<file path="src/rtl/writeback_stage_pkg.sv">
// writeback_stage_pkg: opcode-class bit positions, OPCODE_WIDTH and funct3 load
// encodings shared with the decoder stage.
// Optional feature macro used by the stage: WB_MISALIGN_TRAP_EN.
`ifndef OPCODE_WIDTH
`define OPCODE_WIDTH 10
`endif

package writeback_stage_pkg;

    localparam int unsigned OPCODE_W = `OPCODE_WIDTH;

    // Bit position of each instruction class inside the one-hot opcode vector.
    typedef enum int unsigned {
        OPB_RTYPE  = 0,
        OPB_ITYPE  = 1,
        OPB_LOAD   = 2,
        OPB_STORE  = 3,
        OPB_BRANCH = 4,
        OPB_JAL    = 5,
        OPB_JALR   = 6,
        OPB_LUI    = 7,
        OPB_AUIPC  = 8,
        OPB_SYSTEM = 9
    } opc_bit_e;

    // funct3 encodings of the load instructions.
    typedef enum logic [2:0] {
        F3_LB  = 3'b000,
        F3_LH  = 3'b001,
        F3_LW  = 3'b010,
        F3_LBU = 3'b100,
        F3_LHU = 3'b101
    } load_f3_e;

    // Classes that produce a register-file result.
    localparam logic [OPCODE_W-1:0] OPC_WRITE_MASK =
        (OPCODE_W'(1) << OPB_RTYPE) | (OPCODE_W'(1) << OPB_ITYPE) |
        (OPCODE_W'(1) << OPB_LOAD)  | (OPCODE_W'(1) << OPB_JAL)   |
        (OPCODE_W'(1) << OPB_JALR)  | (OPCODE_W'(1) << OPB_LUI)   |
        (OPCODE_W'(1) << OPB_AUIPC);

    localparam logic [OPCODE_W-1:0] OPC_LOAD_MASK = OPCODE_W'(1) << OPB_LOAD;

    // Jumps write the link address instead of the ALU result.
    localparam logic [OPCODE_W-1:0] OPC_LINK_MASK =
        (OPCODE_W'(1) << OPB_JAL) | (OPCODE_W'(1) << OPB_JALR);

endpackage

</file>
<file path="src/rtl/writeback_stage_load_align.sv">
// wb_load_align: combinational load-data alignment and sign/zero extension.
// The raw memory word is shifted right by the byte offset, then sized by funct3.
module wb_load_align
    import writeback_stage_pkg::*;
#(
    parameter int unsigned DWIDTH      = 32,
    parameter int unsigned FUNCT_WIDTH = 3
) (
    input  logic [DWIDTH-1:0]      mem_data_i,
    input  logic [1:0]             addr_lo_i,
    input  logic [FUNCT_WIDTH-1:0] funct3_i,
    output logic [DWIDTH-1:0]      data_o
);

    logic [DWIDTH-1:0] shifted;

    // Shift to the addressed byte, then extend according to the load size/sign.
    always_comb begin
        shifted = mem_data_i >> {addr_lo_i, 3'b000};
        data_o  = '0;
        if (funct3_i == FUNCT_WIDTH'(F3_LB)) begin
            data_o = {{(DWIDTH-8){shifted[7]}}, shifted[7:0]};
        end else if (funct3_i == FUNCT_WIDTH'(F3_LH)) begin
            data_o = {{(DWIDTH-16){shifted[15]}}, shifted[15:0]};
        end else if (funct3_i == FUNCT_WIDTH'(F3_LW)) begin
            data_o = shifted;
        end else if (funct3_i == FUNCT_WIDTH'(F3_LBU)) begin
            data_o = {{(DWIDTH-8){1'b0}}, shifted[7:0]};
        end else if (funct3_i == FUNCT_WIDTH'(F3_LHU)) begin
            data_o = {{(DWIDTH-16){1'b0}}, shifted[15:0]};
        end
    end

endmodule

</file>
<file path="src/rtl/writeback_stage.sv">
// writeback_stage: final pipeline stage. Registers the result of the memory
// stage, selects register-file write data, and counts retired instructions.
// Optional feature: define WB_MISALIGN_TRAP_EN to trap misaligned LH/LHU/LW
// (adds the wb_o_exception port and suppresses the write of such loads).
`ifndef OPCODE_WIDTH
`define OPCODE_WIDTH 10
`endif

module writeback_stage
    import writeback_stage_pkg::*;
#(
    parameter int unsigned DWIDTH      = 32,
    parameter int unsigned AWIDTH      = 5,
    parameter int unsigned PC_WIDTH    = 32,
    parameter int unsigned FUNCT_WIDTH = 3
) (
    input  logic                      wb_clk,
    input  logic                      wb_rst,
    input  logic                      wb_i_ce,
    input  logic                      wb_i_stall,
    input  logic                      wb_i_flush,
    input  logic [`OPCODE_WIDTH-1:0]  wb_i_opcode,
    input  logic [FUNCT_WIDTH-1:0]    wb_i_funct3,
    input  logic [AWIDTH-1:0]         wb_i_addr_rd,
    input  logic [DWIDTH-1:0]         wb_i_alu_result,
    input  logic [DWIDTH-1:0]         wb_i_mem_data,
    input  logic [1:0]                wb_i_mem_addr_lo,
    input  logic [PC_WIDTH-1:0]       wb_i_pc,
    output logic                      wb_o_we,
    output logic [AWIDTH-1:0]         wb_o_addr_rd,
    output logic [DWIDTH-1:0]         wb_o_data_rd,
    output logic                      wb_o_ce,
    output logic                      wb_o_stall,
    output logic [DWIDTH-1:0]         wb_o_instret
`ifdef WB_MISALIGN_TRAP_EN
    ,
    output logic                      wb_o_exception
`endif
);

    logic [DWIDTH-1:0]   load_data;
    logic [PC_WIDTH-1:0] pc_plus4;
    logic [DWIDTH-1:0]   data_sel;
    logic                is_load;
    logic                wr_class;
    logic                misaligned;
    logic                wr_en;

    logic                we_q,      we_d;
    logic                ce_q,      ce_d;
    logic                stall_q,   stall_d;
    logic [AWIDTH-1:0]   addr_q,    addr_d;
    logic [DWIDTH-1:0]   data_q,    data_d;
    logic [DWIDTH-1:0]   instret_q, instret_d;
`ifdef WB_MISALIGN_TRAP_EN
    logic                exc_q,     exc_d;
`endif

    wb_load_align #(
        .DWIDTH      (DWIDTH),
        .FUNCT_WIDTH (FUNCT_WIDTH)
    ) u_load_align (
        .mem_data_i (wb_i_mem_data),
        .addr_lo_i  (wb_i_mem_addr_lo),
        .funct3_i   (wb_i_funct3),
        .data_o     (load_data)
    );

    assign pc_plus4 = wb_i_pc + PC_WIDTH'(4);

    // Classify the incoming instruction and pick its write-back value.
    always_comb begin
        is_load  = |(wb_i_opcode & OPC_LOAD_MASK);
        wr_class = |(wb_i_opcode & OPC_WRITE_MASK);
        if (is_load) begin
            data_sel = load_data;
        end else if (|(wb_i_opcode & OPC_LINK_MASK)) begin
            data_sel = DWIDTH'(pc_plus4);
        end else begin
            data_sel = wb_i_alu_result;
        end
    end

`ifdef WB_MISALIGN_TRAP_EN
    // Halfword loads need an even offset, word loads a zero offset.
    always_comb begin
        misaligned = 1'b0;
        if (is_load) begin
            if ((wb_i_funct3 == FUNCT_WIDTH'(F3_LH) || wb_i_funct3 == FUNCT_WIDTH'(F3_LHU))
                && wb_i_mem_addr_lo[0]) begin
                misaligned = 1'b1;
            end
            if (wb_i_funct3 == FUNCT_WIDTH'(F3_LW) && wb_i_mem_addr_lo != 2'b00) begin
                misaligned = 1'b1;
            end
        end
    end
`else
    assign misaligned = 1'b0;
`endif

    // x0 is hard-wired, so a write to it is dropped; trapped loads never write.
    assign wr_en = wr_class && (wb_i_addr_rd != '0) && !misaligned;

    // Next-state selection: flush beats stall, stall beats a new capture.
    always_comb begin
        we_d      = we_q;
        ce_d      = ce_q;
        stall_d   = wb_i_stall;
        addr_d    = addr_q;
        data_d    = data_q;
        instret_d = instret_q;
`ifdef WB_MISALIGN_TRAP_EN
        exc_d     = exc_q;
`endif
        if (wb_i_flush) begin
            ce_d = 1'b0;
            we_d = 1'b0;
`ifdef WB_MISALIGN_TRAP_EN
            exc_d = 1'b0;
`endif
        end else if (wb_i_stall) begin
            // Hold the result but drop the one-shot strobes so nothing repeats.
            we_d = 1'b0;
`ifdef WB_MISALIGN_TRAP_EN
            exc_d = 1'b0;
`endif
        end else if (wb_i_ce) begin
            ce_d      = 1'b1;
            we_d      = wr_en;
            addr_d    = wb_i_addr_rd;
            data_d    = data_sel;
            instret_d = instret_q + DWIDTH'(1);
`ifdef WB_MISALIGN_TRAP_EN
            exc_d     = misaligned;
`endif
        end else begin
            ce_d = 1'b0;
            we_d = 1'b0;
`ifdef WB_MISALIGN_TRAP_EN
            exc_d = 1'b0;
`endif
        end
    end

    // Output registers with asynchronous clear.
    always_ff @(posedge wb_clk or posedge wb_rst) begin
        if (wb_rst) begin
            we_q      <= 1'b0;
            ce_q      <= 1'b0;
            stall_q   <= 1'b0;
            addr_q    <= '0;
            data_q    <= '0;
            instret_q <= '0;
`ifdef WB_MISALIGN_TRAP_EN
            exc_q     <= 1'b0;
`endif
        end else begin
            we_q      <= we_d;
            ce_q      <= ce_d;
            stall_q   <= stall_d;
            addr_q    <= addr_d;
            data_q    <= data_d;
            instret_q <= instret_d;
`ifdef WB_MISALIGN_TRAP_EN
            exc_q     <= exc_d;
`endif
        end
    end

    assign wb_o_we      = we_q;
    assign wb_o_ce      = ce_q;
    assign wb_o_stall   = stall_q;
    assign wb_o_addr_rd = addr_q;
    assign wb_o_data_rd = data_q;
    assign wb_o_instret = instret_q;
`ifdef WB_MISALIGN_TRAP_EN
    assign wb_o_exception = exc_q;
`endif

endmodule
</file>
<file path="config.mk">
export PLATFORM = sky130hd
export DESIGN_NAME = writeback_stage
export DESIGN_NICKNAME = d
export VERILOG_FILES = /design/src/rtl/writeback_stage_pkg.sv /design/src/rtl/writeback_stage_load_align.sv /design/src/rtl/writeback_stage.sv
export SDC_FILE = /design/constraint.sdc
export NUM_CORES = 1
export LEC_CHECK = 0
export BUFFER_PORTS_ARGS = -buffer_cell sky130_fd_sc_hd__buf_2
export CAP_MARGIN = 20
export CORE_UTILIZATION = 45
export DETAILED_ROUTE_END_ITERATION = 8
export PLACE_DENSITY = 0.76
export SLEW_MARGIN = 0
export SYNTH_ARGS = -nofsm -noshare
export SYNTH_HDL_FRONTEND = slang
export SYNTH_HIERARCHICAL = 1
export SYNTH_SLANG_ARGS = --single-unit
</file>
<file path="constraint.sdc">
create_clock -name wb_clk -period 2.7 [get_ports wb_clk]
set_input_delay 0.27 -clock wb_clk [delete_from_list [all_inputs] [get_ports wb_clk]]
set_output_delay 0.27 -clock wb_clk [all_outputs]
set_load 0.05 [all_outputs]
</file>
==> metrics.yaml <==
totalWireLength_mm: 16.0
cts_setup_buffers: 0
multi_input_area_um2: 2980
synth_seq_cells: 72
crit_fanout: 21
clk_pin_slew_ns: 0.09
irDropWorstVdd_mv: 0.535
drt_pass1_iterations: 5
initial_core_util_pct: 46.1
syn2layout_area_growth_pct: 25.2
async_flop_share_pct: 100
finalSetupViolCount: 0
gr-total-overflow: 0
fin_worst_skew_ns: 0.0105
drc: 0
r2r_end: "wb_o_instret[26]"
track_usage_pct: 28.6
cts_num_sinks: 72
powerDensity_nw_per_um2: 569
cp_cell_sequence: "buf_2 > mux2_2 > a32oi_4 > buf_4 > o211ai_2 > o22ai_1 > nor2_1 > a21oi_1 > a31oi_1"
grt_max_degree: 48
postCtsHoldBufs: 0
clkLatencyLatePin_ns: 0.37
worstPathRequired_ns: 2.96
fill_cells: 966
synth-seq-area-share_pct: 36.0
p_leak_nw: 2.96
violations: "hold timing"
dp.final_hpwl_mm: 12.3
htree_levels: 3
crit_start: "wb_i_mem_addr_lo[0]"
placed_cells: 868
yosysWarnings: 6
netlist_area_um2: 5000
finalHoldViolCount: 2
r2r_start: "wb_o_instret[4]"
design_area_um2: 6260
reg2reg_depth: 5
critical_path_class: "in2reg"
synth_edf_count: 0
max_stage_delay_ns: 0.52
placed_cell_area_um2: 6040
avgSynthCellArea_um2: 8.87
globalplace.congestion: 0.935
ys_types: 59
numCtsBuffers: 9
die_area_um2: 11500
wl_per_cell_um: 18.1
cts_root_buf: "clkbuf_8"
ios: 193
rsz0062_at_grt: "no"
period_share_pct: 68.4
status: "finished, violations left"
drt_iter0_markers: 318
antenna_found_initial: 0
grt_pass1_wl_mm: 25.1
final_nets: 862
die_x_um: 107
timing.fmax_mhz: 542
yosysTopAreaCell: "dfrtp_1"
die_y_um: 107
final_cells: 884
viasPerCell: 5.80
synth_top_area_share_pct: 36.0
hold_slack_ns: -0.00270
clockBufferDepth: 2
rows: 38
ys.flop_type: "dfrtp_1"
maxCapViolCount: 0
cts_tree: "yes"
slew_headroom_pct: 53.7
cp-end-kind: "flip-flop"
period_minus_slack_ns: 1.85
syn_inst: 564
crit_path_end: "wb_o_data_rd[30]"
grt_pass1_vias: 4803
cp.arrival_ns: 2.10
vias: 5123
max_slew.worst_pin.slew_ns: 0.693
cts_resized: 0
coreArea_um2: 10800
crit_path_start_kind: "input port"
io_buffers: 189
r2r_slack_ns: 0.86
seq_area_um2: 1800
antenna_cells: 0
drtAntennaViolNets: 0
tns_ns: 0
ys_top_cells_by_count: "nand2_1, dfrtp_1, nor2_1, xnor2_1, o21ai_0"
synth.area.top_cells: "dfrtp_1, xnor2_1, nand2_1, nor2_1, xor2_1"
layout-drive-gt1-share_pct: 35.2
syn_nets: 687
yosysMostFrequentCell: "nand2_1"
drv_slew: 0
critPathSlowestCell: "a32oi_4"
hold_path_class: "in2async"
layout make-up:
cell class                      count  area share [%]
Clock inverter                      7            1.64
Timing Repair Buffer              202            16.9
Clock buffer                        9            1.98
Inverter                            6           0.359
Sequential cell                    72            28.8
Multi-Input combinational cell    448            47.6
Tap cell                          140            2.80
registers in the layout (all words and copies together) (netlist names):
name and flops:
wb_o_ce 1, wb_o_addr_rd 5, wb_o_data_rd 32, wb_o_stall 1
wb_o_instret 32, wb_o_we 1
worst max-delay path: cells and delay by family:
kind                   cells  cell delay, ns
buffers and inverters      2            0.36
AO/OA/AOI/OAI              5            1.02
multiplexers               1            0.40
AND/OR/NAND/NOR            1            0.06
power by group:
group	internal, mW	switching [mW]	leakage, nW	total [mW]
registers	1.21	0.119	0.923	1.33
logic	0.353	0.883	1.93	1.24
clock network	0.533	0.468	0.116	1.00
routing by layer:
layer  part of all wire [%]  vias to the layer above  global-route usage [%]  wire [um]
met2                     48                      262                    47.9       7670
met3                    8.2                       21                    7.45       1320
met5                      0                        -                       0          0
met4                    1.3                        0                    8.12        204
li1                       -                     2401                       -          -
met1                     42                     2439                    36.2       6790
layout by cell type, fill, tap and decap left out, types with 2 or more instances in the layout:
cell,n
buf_2,189
nand2_1,75
dfrtp_1,72
nor2_1,60
xnor2_1,38
o21ai_0,28
a21oi_1,23
xor2_1,21
nand3_1,19
o22ai_1,16
o211ai_1,16
mux2_2,16
a221oi_1,14
nand4_1,13
nor3_1,12
buf_4,12
a211oi_1,11
mux2i_1,10
nand3b_1,9
clkbuf_8,9
and3_1,7
a22oi_1,7
and4_1,6
inv_1,5
nor4_1,4
and4_2,3
nand4_2,3
o211ai_2,3
a221oi_2,2
and2_1,2
a31oi_1,2
nand4_4,2
or3b_1,2
ha_1,2
inv_6,2
bufinv_16,2
nor2b_1,2
worst min path at each step:
| stage | to |
|---|---|
| final | wb_o_we |
| after global routing | wb_o_instret[29] |
| after CTS | wb_o_we |
| after detailed placement | wb_o_we |
| after global placement | wb_o_we |
| after floorplan | wb_o_stall |
logic make-up (layout without fill, tap and decap cells):
| logic type | Yosys count | in the layout | synth area share [%] |
|---|---|---|---|
| adders and majority gates | 2 | 2 | 0.500 |
| DFF | 72 | 72 | 36.0 |
| AOI/OAI and AO/OA | 126 | 126 | 17.6 |
| buffers and inverters | 44 | 224 | 4.35 |
| xor gates and xnor gates | 59 | 59 | 10.3 |
| muxes | 27 | 27 | 5.90 |
| and+or+nand+nor | 234 | 234 | 25.3 |
per-stage QoR:
step / worst slack [ns] / power [mW] / utilization, %
after global placement: 0.573 / 2.56 / 55.7
after CTS: 0.835 / 3.59 / 57.8
final: 0.854 / 3.57 / 57.8
after floorplan: 0.605 / 2.19 / -
after global routing: 0.739 / 3.72 / 57.8
after detailed placement: 0.507 / 2.58 / 55.7
Power figures use the tool's default switching activity.
